File: config.mk
export PLATFORM = sky130hd
export DESIGN_NAME = pc_unit
export DESIGN_NICKNAME = d
export VERILOG_FILES = /design/src/rtl/cpu_defs.sv /design/src/rtl/irq_sync.sv /design/src/rtl/pc_unit.sv
export SDC_FILE = /design/constraint.sdc
export NUM_CORES = 1
export LEC_CHECK = 0
export BUFFER_PORTS_ARGS = -buffer_cell sky130_fd_sc_hd__buf_2
export CAP_MARGIN = 20
export CORE_ASPECT_RATIO = 1.75
export CORE_MARGIN = 4
export CORE_UTILIZATION = 39
export CTS_CLUSTER_DIAMETER = 50
export DETAILED_ROUTE_END_ITERATION = 16
export GPL_TIMING_DRIVEN = 1
export PLACE_DENSITY = 0.73
export SLEW_MARGIN = 20
export SYNTH_ARGS = -nofsm -noshare
export SYNTH_HDL_FRONTEND = slang
export SYNTH_SLANG_ARGS = --single-unit
File: constraint.sdc
create_clock -name clk -period 1.94 [get_ports clk]
set_input_delay 0.388 -clock clk [delete_from_list [all_inputs] [get_ports clk]]
set_output_delay 0.388 -clock clk [all_outputs]
set_load 0.02 [all_outputs]
File: src/rtl/cpu_defs.sv
// cpu_defs: shared next-PC select encodings and fixed kernel vectors.
package cpu_defs;
    localparam logic [2:0] PCSRC_SEQ   = 3'd0;
    localparam logic [2:0] PCSRC_BR    = 3'd1;
    localparam logic [2:0] PCSRC_J     = 3'd2;
    localparam logic [2:0] PCSRC_JR    = 3'd3;
    localparam logic [2:0] PCSRC_ILLOP = 3'd4;
    localparam logic [31:0] RESET_PC  = 32'h8000_0000;
    localparam logic [31:0] ILLOP_VEC = 32'h8000_0004;
    localparam logic [31:0] XADR_VEC  = 32'h8000_0008;
    typedef enum logic {IDLE, PEND} int_state_t;
endpackage

File: src/rtl/irq_sync.sv
// irq_sync: two-flop synchroniser for an asynchronous level input.
module irq_sync (
    input  logic clk,
    input  logic reset,
    input  logic d,
    output logic q
);
    logic m;
    always_ff @(posedge clk or negedge reset)
        if (!reset) {q, m} <= 2'b00;
        else        {q, m} <= {m, d};
endmodule

File: src/rtl/pc_unit.sv
// pc_unit: program counter with branch/jump/jr/exception select, kernel-mode
// tracking in PC[31], EPC capture and latched interrupt entry.
module pc_unit
    import cpu_defs::*;
(
    input  logic        clk,
    input  logic        reset,
    input  logic        Stall,
    input  logic [2:0]  PCSrc,
    input  logic        BranchTaken,
    input  logic [31:0] ConBA,
    input  logic [25:0] JT,
    input  logic [31:0] DataBusA,
    input  logic        IRQ,
    output logic [31:0] PC,
    output logic [31:0] PCplus4,
    output logic [31:0] EPC,
    output logic        IntTaken
);
    int_state_t  state;
    logic        irq_s, illop, take;
    logic [31:0] cand;

    irq_sync u_sync (.clk(clk), .reset(reset), .d(IRQ), .q(irq_s));

    assign PCplus4 = {PC[31], PC[30:0] + 31'd4};
    // user-mode jr cannot set bit 31, so only kernel code can stay in kernel
    assign cand = (PCSrc == PCSRC_BR && BranchTaken) ? {PC[31], ConBA[30:0]} :
                  (PCSrc == PCSRC_J)     ? {PC[31], PCplus4[30:28], JT, 2'b00} :
                  (PCSrc == PCSRC_JR)    ? {PC[31] & DataBusA[31], DataBusA[30:0]} :
                  (PCSrc == PCSRC_ILLOP) ? ILLOP_VEC : PCplus4;
    assign illop    = PCSrc == PCSRC_ILLOP;
    assign take     = state == PEND && !PC[31] && !Stall && !illop;
    assign IntTaken = take;

    always_ff @(posedge clk or negedge reset) begin
        if (!reset) begin
            PC    <= RESET_PC;
            EPC   <= '0;
            state <= IDLE;
        end else begin
            if (!Stall) begin
                PC  <= take ? XADR_VEC : cand;
                EPC <= take ? cand : illop ? PCplus4 : EPC;
            end
            state <= take ? IDLE : irq_s ? PEND : state;
        end
    end
endmodule

==> impl_metrics.csv, run 1 <==
group,metric,value,unit
finish,final_common_cell,"buf_2",
route,routed_wirelength,22400,um
global_route,grt_first_pass_wirelength,30800,um
flow_run,cap_viol_max_count,0,
finish,register_area,0.00170,mm2
synth,ys.flop_type,"dfrtp_1",
finish,fin_nets,941,
synth,synth_seq_cells,67,
timing,hold_violations,0,
setup_path,rr_endpoint,"PC[16]",
finish,finalInstanceArea,0.00801,mm2
route,vias_per_cell,6.13,
clock_tree,cts_tree,"done",
setup_path,critPathCaptureType,"output port",
setup_path,path_buf_inv,2,
place,hpwlAfterDp,14400,um
synth,synthCells,496,
timing,fin_ws,-551,ps
run_status,violations,"negative setup slack",
setup_path,critical-path-top-delay-family,"simple AND/OR/NAND/NOR gates",
setup_path,path_max_fanout,4,
finish,diodes,0,
floorplan,core,0.0110,mm2
floorplan,die_x,88.2,um
global_route,grt_max_degree,68,
synth,async_flop_share,1.00,
setup_path,cp.required,1550,ps
route,final_antenna_net_count,0,
timing,fmax,0.401,GHz
clock_tree,clk_path_buf_depth,2,
finish,area_growth,82.5,%
timing,fin_worst_skew,12.2,ps
setup_path,timing.rr.start,"PC[8]",
timing,fin_crit,2490,ps
power,p_per_area,884,mW/mm2
route,drt_first_pass_iters,6,
place,io_buffers,193,
floorplan,io_pins,195,
clock_tree,clk_pin_slew,60,ps
global_route,busiest_layer,"met2",
setup_path,startpoint,"PC[8]",
floorplan,die_area,0.0131,mm2
timing,tightest_slew,473,ps
setup_path,cp.arrival,2100,ps
timing,rsz0062_at_grt,"true",
timing,relSlewSlack,0.684,
global_route,grt_util_all_layers,0.311,
timing,finalCritPeriodShare,1.28,
setup_path,critPathLaunchType,"register",
global_route,antenna_found_initial,0,
timing,slew_violations,0,
setup_path,path_class,"register to output port",
route,vias,6000,
clock_tree,cts-root-buf,"clkbuf_16",
run_status,status,"finished with violations",
finish,multi_input_area,0.00318,mm2
timing,finalSetupViolCount,65,
finish,layout-drive-gt1-share,0.596,
place,gp_congestion,0.945,
floorplan,fp-row-count,51,
setup_path,crit_path_frequent_cell,"buf_4",
route,drtIter0Drc,486,
clock_tree,cts_hold_buf,0,
clock_tree,insertion_delay,340,ps
synth,syn-cell-area,0.00439,mm2
floorplan,initial_core_util,0.397,
setup_path,crit_end,"PCplus4[29]",
setup_path,crit_chain,"nand4_4, nor4_4, buf_4, nand4_1, xnor2_2, buf_4",
finish,layout_common_cells,"buf_2 (166), buf_4 (151), nand2_1 (57)",
synth,synth-edff-count,0,
setup_path,slowest_delay,430,ps
global_route,use_met1,0.320,
floorplan,die_h,148,um
global_route,grt.met2_usage,0.547,
setup_path,crit_slowest_cell,"dfrtp_2",
setup_path,path_depth,6,
synth,ys_types,61,
synth,synth.yosys.seq_area_share,0.383,
setup_path,rrSetupSlack,-430,ps
clock_tree,cts_buffers,9,
route,route.detailed.drc,0,
power,p_leak,3.94,nW
global_route,grt-ovfl-total,0,
synth,synth_nets,595,
timing,setup-tns-final,-17800,ps
route,routedWlPerCell,22.8,um
global_route,grt_pass1_vias,6020,
hold_path,min_path_type,"input pin to asynchronous set/reset pin",
clock_tree,cts.sinks,67,
place,dpl_cell_area,0.00644,mm2
synth,synth_area_per_cell,8.84,um2
power,peakVddDrop,0.660,mV
global_route,gr-usage-met3,0.0632,
synth,yosysWarnings,0,
setup_path,ff2ff_path_depth,9,
clock_tree,htreeDepth,3,
finish,fillerInstances,777,
timing,finalHoldWorstSlack,49.8,ps
## timing repair
item	CTS	global route
setup endpoints to repair	53	70
setup buffers	40	34
pin swaps	56	41
gates resized for setup	128	64
## cells in the mapped netlist, types with 5 or more instances
| library cell | instances | area, um2 |
|---|---|---|
| nand2_1 | 67 | 251 |
| dfrtp_1 | 66 | 1650 |
| o21ai_0 | 41 | 205 |
| nor2_1 | 36 | 135 |
| a21oi_1 | 31 | 155 |
| clkbuf_1 | 21 | 78.8 |
| o22ai_1 | 13 | 81.3 |
| xnor2_1 | 12 | 105 |
| a22oi_1 | 11 | 82.6 |
| buf_2 | 11 | 55.1 |
| a222oi_1 | 10 | 100 |
| inv_1 | 10 | 37.5 |
| mux2_2 | 10 | 113 |
| nand3_1 | 10 | 50.1 |
| nand4_1 | 9 | 56.3 |
| o21a_1 | 9 | 67.6 |
| a221oi_1 | 7 | 61.3 |
| a31oi_1 | 7 | 43.8 |
| nand2b_1 | 7 | 43.8 |
| xnor2_2 | 7 | 114 |
| xor2_1 | 7 | 61.3 |
| and3_1 | 6 | 37.5 |
| a221o_1 | 5 | 50.1 |
| a22o_1 | 5 | 43.8 |
| nor2b_1 | 5 | 31.3 |
| o211ai_1 | 5 | 37.5 |
| o21ai_1 | 5 | 25.0 |
| o31ai_1 | 5 | 37.5 |
## how the worst min path moves through the flow
stage	from	to	slack [ps]	depth (start not counted)
global placement	u_sync.m	u_sync.q	350	0
CTS	reset	EPC[15]	90	2
global route	reset	EPC[15]	90	2
finish	reset	EPC[15]	50	2
detailed placement	u_sync.m	u_sync.q	350	0
floorplan	reset	EPC[0]	90	0
## power by group
part           internal [mW]  switching, mW  total (mW)  leakage (nW)
Sequential              1.72          0.275        1.99         0.809
Clock                   1.06          0.619        1.68         0.147
Combinational           1.53           1.87        3.40          2.99
## registers in the layout, indices dropped and copies added, names as in the netlist
register,flops
EPC,32
PC,32
state,1
u_sync.m,1
u_sync.q,1
## worst reg2reg max path: cells and delay by family (launching register included)
| family | cells | cell delay, ps |
|---|---|---|
| compound gates | 2 | 630 |
| buf+inv | 4 | 620 |
| simple gates | 2 | 490 |
| flops | 1 | 430 |
| xor+xnor | 1 | 90 |
## layer usage
metal  vias up  wire [um]
met3       150       1790
met4         0       1760
li1       2552          -
met2       422      11600
met1      2876       7150
met5         -          0
## kinds of logic (layout without fill, tap and decap cells)
logic type / after synthesis / in the layout / synth area share
muxes: 14 / 14 / 0.0348
AOI/OAI and AO/OA: 177 / 177 / 0.275
buffers and inverters: 46 / 397 / 0.0451
adders and majority gates: 1 / 1 / 0.00285
DFF: 67 / 67 / 0.383
xor gates and xnor gates: 26 / 26 / 0.0639
and+or+nand+nor: 165 / 165 / 0.196
## area by class of cell
cell class	instances	area share
Tap cell	132	0.0206
Clock inverter	2	0.00438
Inverter	10	0.00500
Multi-Input combinational cell	383	0.397
Clock buffer	14	0.0330
Timing Repair Buffer	371	0.328
Sequential cell	67	0.212
## per-stage QoR
stage                     std cells   util  total power, mW  setup WS (ps)
final                           979  0.725             7.07           -551
after global routing            979  0.725             7.35           -615
after CTS                       955  0.683             6.70           -422
after detailed placement        900  0.583             4.60           -338
after global placement          900  0.583             4.54           -265
after floorplan                 496      -             3.42           -130
Power figures use the tool's default switching activity.
==> inputs of run 2 (changes only) <==
- REMOVE_ABC_BUFFERS: unset -> 1
- SETUP_SLACK_MARGIN: unset -> 0.15
==> run 2 against run 1 <==
The flow still finishes with violations (negative setup slack). Count of clock-buffer cells in the layout shrank 4. Fmax grew 5.4%. Largest cell class unchanged. Cell count grew 0.51%. Via count shrank 0.60%. Flip-flop and latch count is the same. Critical endpoint is now PCplus4[10].
==> impl_metrics.csv, run 2 (synthesis results as in run 1) <==
group,metric,value,unit
timing,fin_crit,2360,ps
finish,diodes,0,
finish,register_area,0.00168,mm2
global_route,grt_max_degree,68,
timing,relSlewSlack,0.694,
clock_tree,clk_path_buf_depth,2,
global_route,grt_pass1_vias,5996,
hold_path,min_path_type,"input pin to asynchronous set/reset pin",
finish,finalInstanceArea,0.00825,mm2
timing,fmax,0.423,GHz
setup_path,crit_end,"PCplus4[10]",
place,dpl_cell_area,0.00625,mm2
power,p_per_area,919,mW/mm2
place,gp_congestion,0.939,
global_route,grt_util_all_layers,0.308,
finish,multi_input_area,0.00321,mm2
clock_tree,cts_tree,"done",
route,route.detailed.drc,0,
setup_path,critPathCaptureType,"output port",
timing,slew_violations,0,
route,routedWlPerCell,22.2,um
route,final_antenna_net_count,0,
finish,area_growth,88.0,%
clock_tree,cts_buffers,9,
setup_path,ff2ff_path_depth,11,
power,p_leak,4.03,nW
setup_path,cp.required,1550,ps
setup_path,cp.arrival,1980,ps
timing,finalCritPeriodShare,1.22,
timing,fin_ws,-424,ps
global_route,grt-ovfl-total,0,
setup_path,path_max_fanout,3,
global_route,grt_first_pass_wirelength,31000,um
finish,layout-drive-gt1-share,0.607,
route,vias,5964,
floorplan,core,0.0110,mm2
setup_path,path_class,"register to output port",
timing,fin_worst_skew,8.88,ps
finish,reg.largest.list,"EPC x32, PC x32",
setup_path,critPathLaunchType,"register",
setup_path,crit_slowest_cell,"dfrtp_1",
clock_tree,insertion_delay,340,ps
flow_run,cap_viol_max_count,0,
timing,tightest_slew,459,ps
clock_tree,cts.sinks,67,
run_status,status,"finished with violations",
place,io_buffers,193,
floorplan,fp-row-count,51,
run_status,violations,"negative setup slack",
finish,layout_common_cells,"buf_2 (164), buf_4 (146), dfrtp_1 (65)",
clock_tree,clk_pin_slew,60,ps
timing,rsz0062_at_grt,"true",
setup_path,rr_endpoint,"EPC[10]",
setup_path,rrSetupSlack,-380,ps
route,drt_first_pass_iters,6,
timing,finalHoldWorstSlack,52.0,ps
setup_path,crit_chain,"ha_4, buf_6, buf_6, and4_4, nand4_1, xnor2_2, buf_4",
clock_tree,htreeDepth,3,
floorplan,die_h,148,um
power,peakVddDrop,0.682,mV
clock_tree,cts-root-buf,"clkbuf_16",
setup_path,slowest_delay,430,ps
timing,finalSetupViolCount,65,
setup_path,startpoint,"PC[2]",
route,routed_wirelength,21900,um
finish,fillerInstances,706,
global_route,antenna_found_initial,0,
floorplan,io_pins,195,
floorplan,initial_core_util,0.397,
setup_path,timing.rr.start,"PC[2]",
route,vias_per_cell,6.06,
finish,final_common_cell,"buf_2",
finish,fin_nets,946,
route,drtIter0Drc,432,
floorplan,die_x,88.2,um
setup_path,crit_path_frequent_cell,"buf_6",
timing,hold_violations,0,
place,hpwlAfterDp,13900,um
floorplan,die_area,0.0131,mm2
==> run 2: repair_timing <==
item	in CTS	in global routing
gates resized for setup	155	74
setup buffers	49	28
gates cloned	1	0
endpoints found under the hold margin	0	0
hold buffers	0	0
setup endpoints to repair	73	84
pin swaps	68	55
==> run 2: stage by stage <==
stage               setup slack [ps]  TNS (ps)  total power [mW]  utilization  std cells
global route                    -480    -19060              7.85        0.747        984
floorplan                       -639    -28960              3.29            -        460
CTS                             -395     -9460              7.11        0.697        956
global placement                -186     -3190              4.43        0.566        890
finish                          -424    -14380              7.58        0.747        984
detailed placement              -217     -4490              4.49        0.566        890
==> run 2: how the worst min path moves through the flow <==
stage,start,endpoint,cells past startpoint
after CTS,reset,EPC[16],2
after global placement,u_sync.m,u_sync.q,0
after detailed placement,u_sync.m,u_sync.q,0
after floorplan,reset,EPC[0],0
after global routing,reset,EPC[1],2
final,reset,EPC[1],2
==> run 2: critical path, delay by kind of cell (launching register included) <==
kind	cells	cell delay [ps]
XOR/XNOR	1	220
adder cells (fa/ha/maj)	1	180
buffers and inverters	3	380
flip-flops	1	430
AND/OR/NAND/NOR	2	430
==> run 2: metal layers <==
metal  vias to the layer above  GRT usage  wire length (um)
li1                       2565          -                 -
met3                       127     0.0421              1780
met2                       392      0.537             11500
met1                      2880      0.340              7110
met5                         -          0                 0
met4                         0      0.200              1550
==> run 2: layout make-up <==
type / instances / share of cell area
clock buffer: 10 / 0.0290
clock inverter: 6 / 0.0165
inverter: 10 / 0.00486
multi-input combinational: 383 / 0.389
sequential: 67 / 0.204
tap: 132 / 0.0200
timing repair buffer: 376 / 0.337
==> run 2: where the power goes <==
group / switching [mW] / leakage, nW / internal [mW]
logic: 1.90 / 3.03 / 1.65
clock network: 0.631 / 0.179 / 1.42
registers: 0.265 / 0.827 / 1.71
total: 2.80 / 4.03 / 4.78
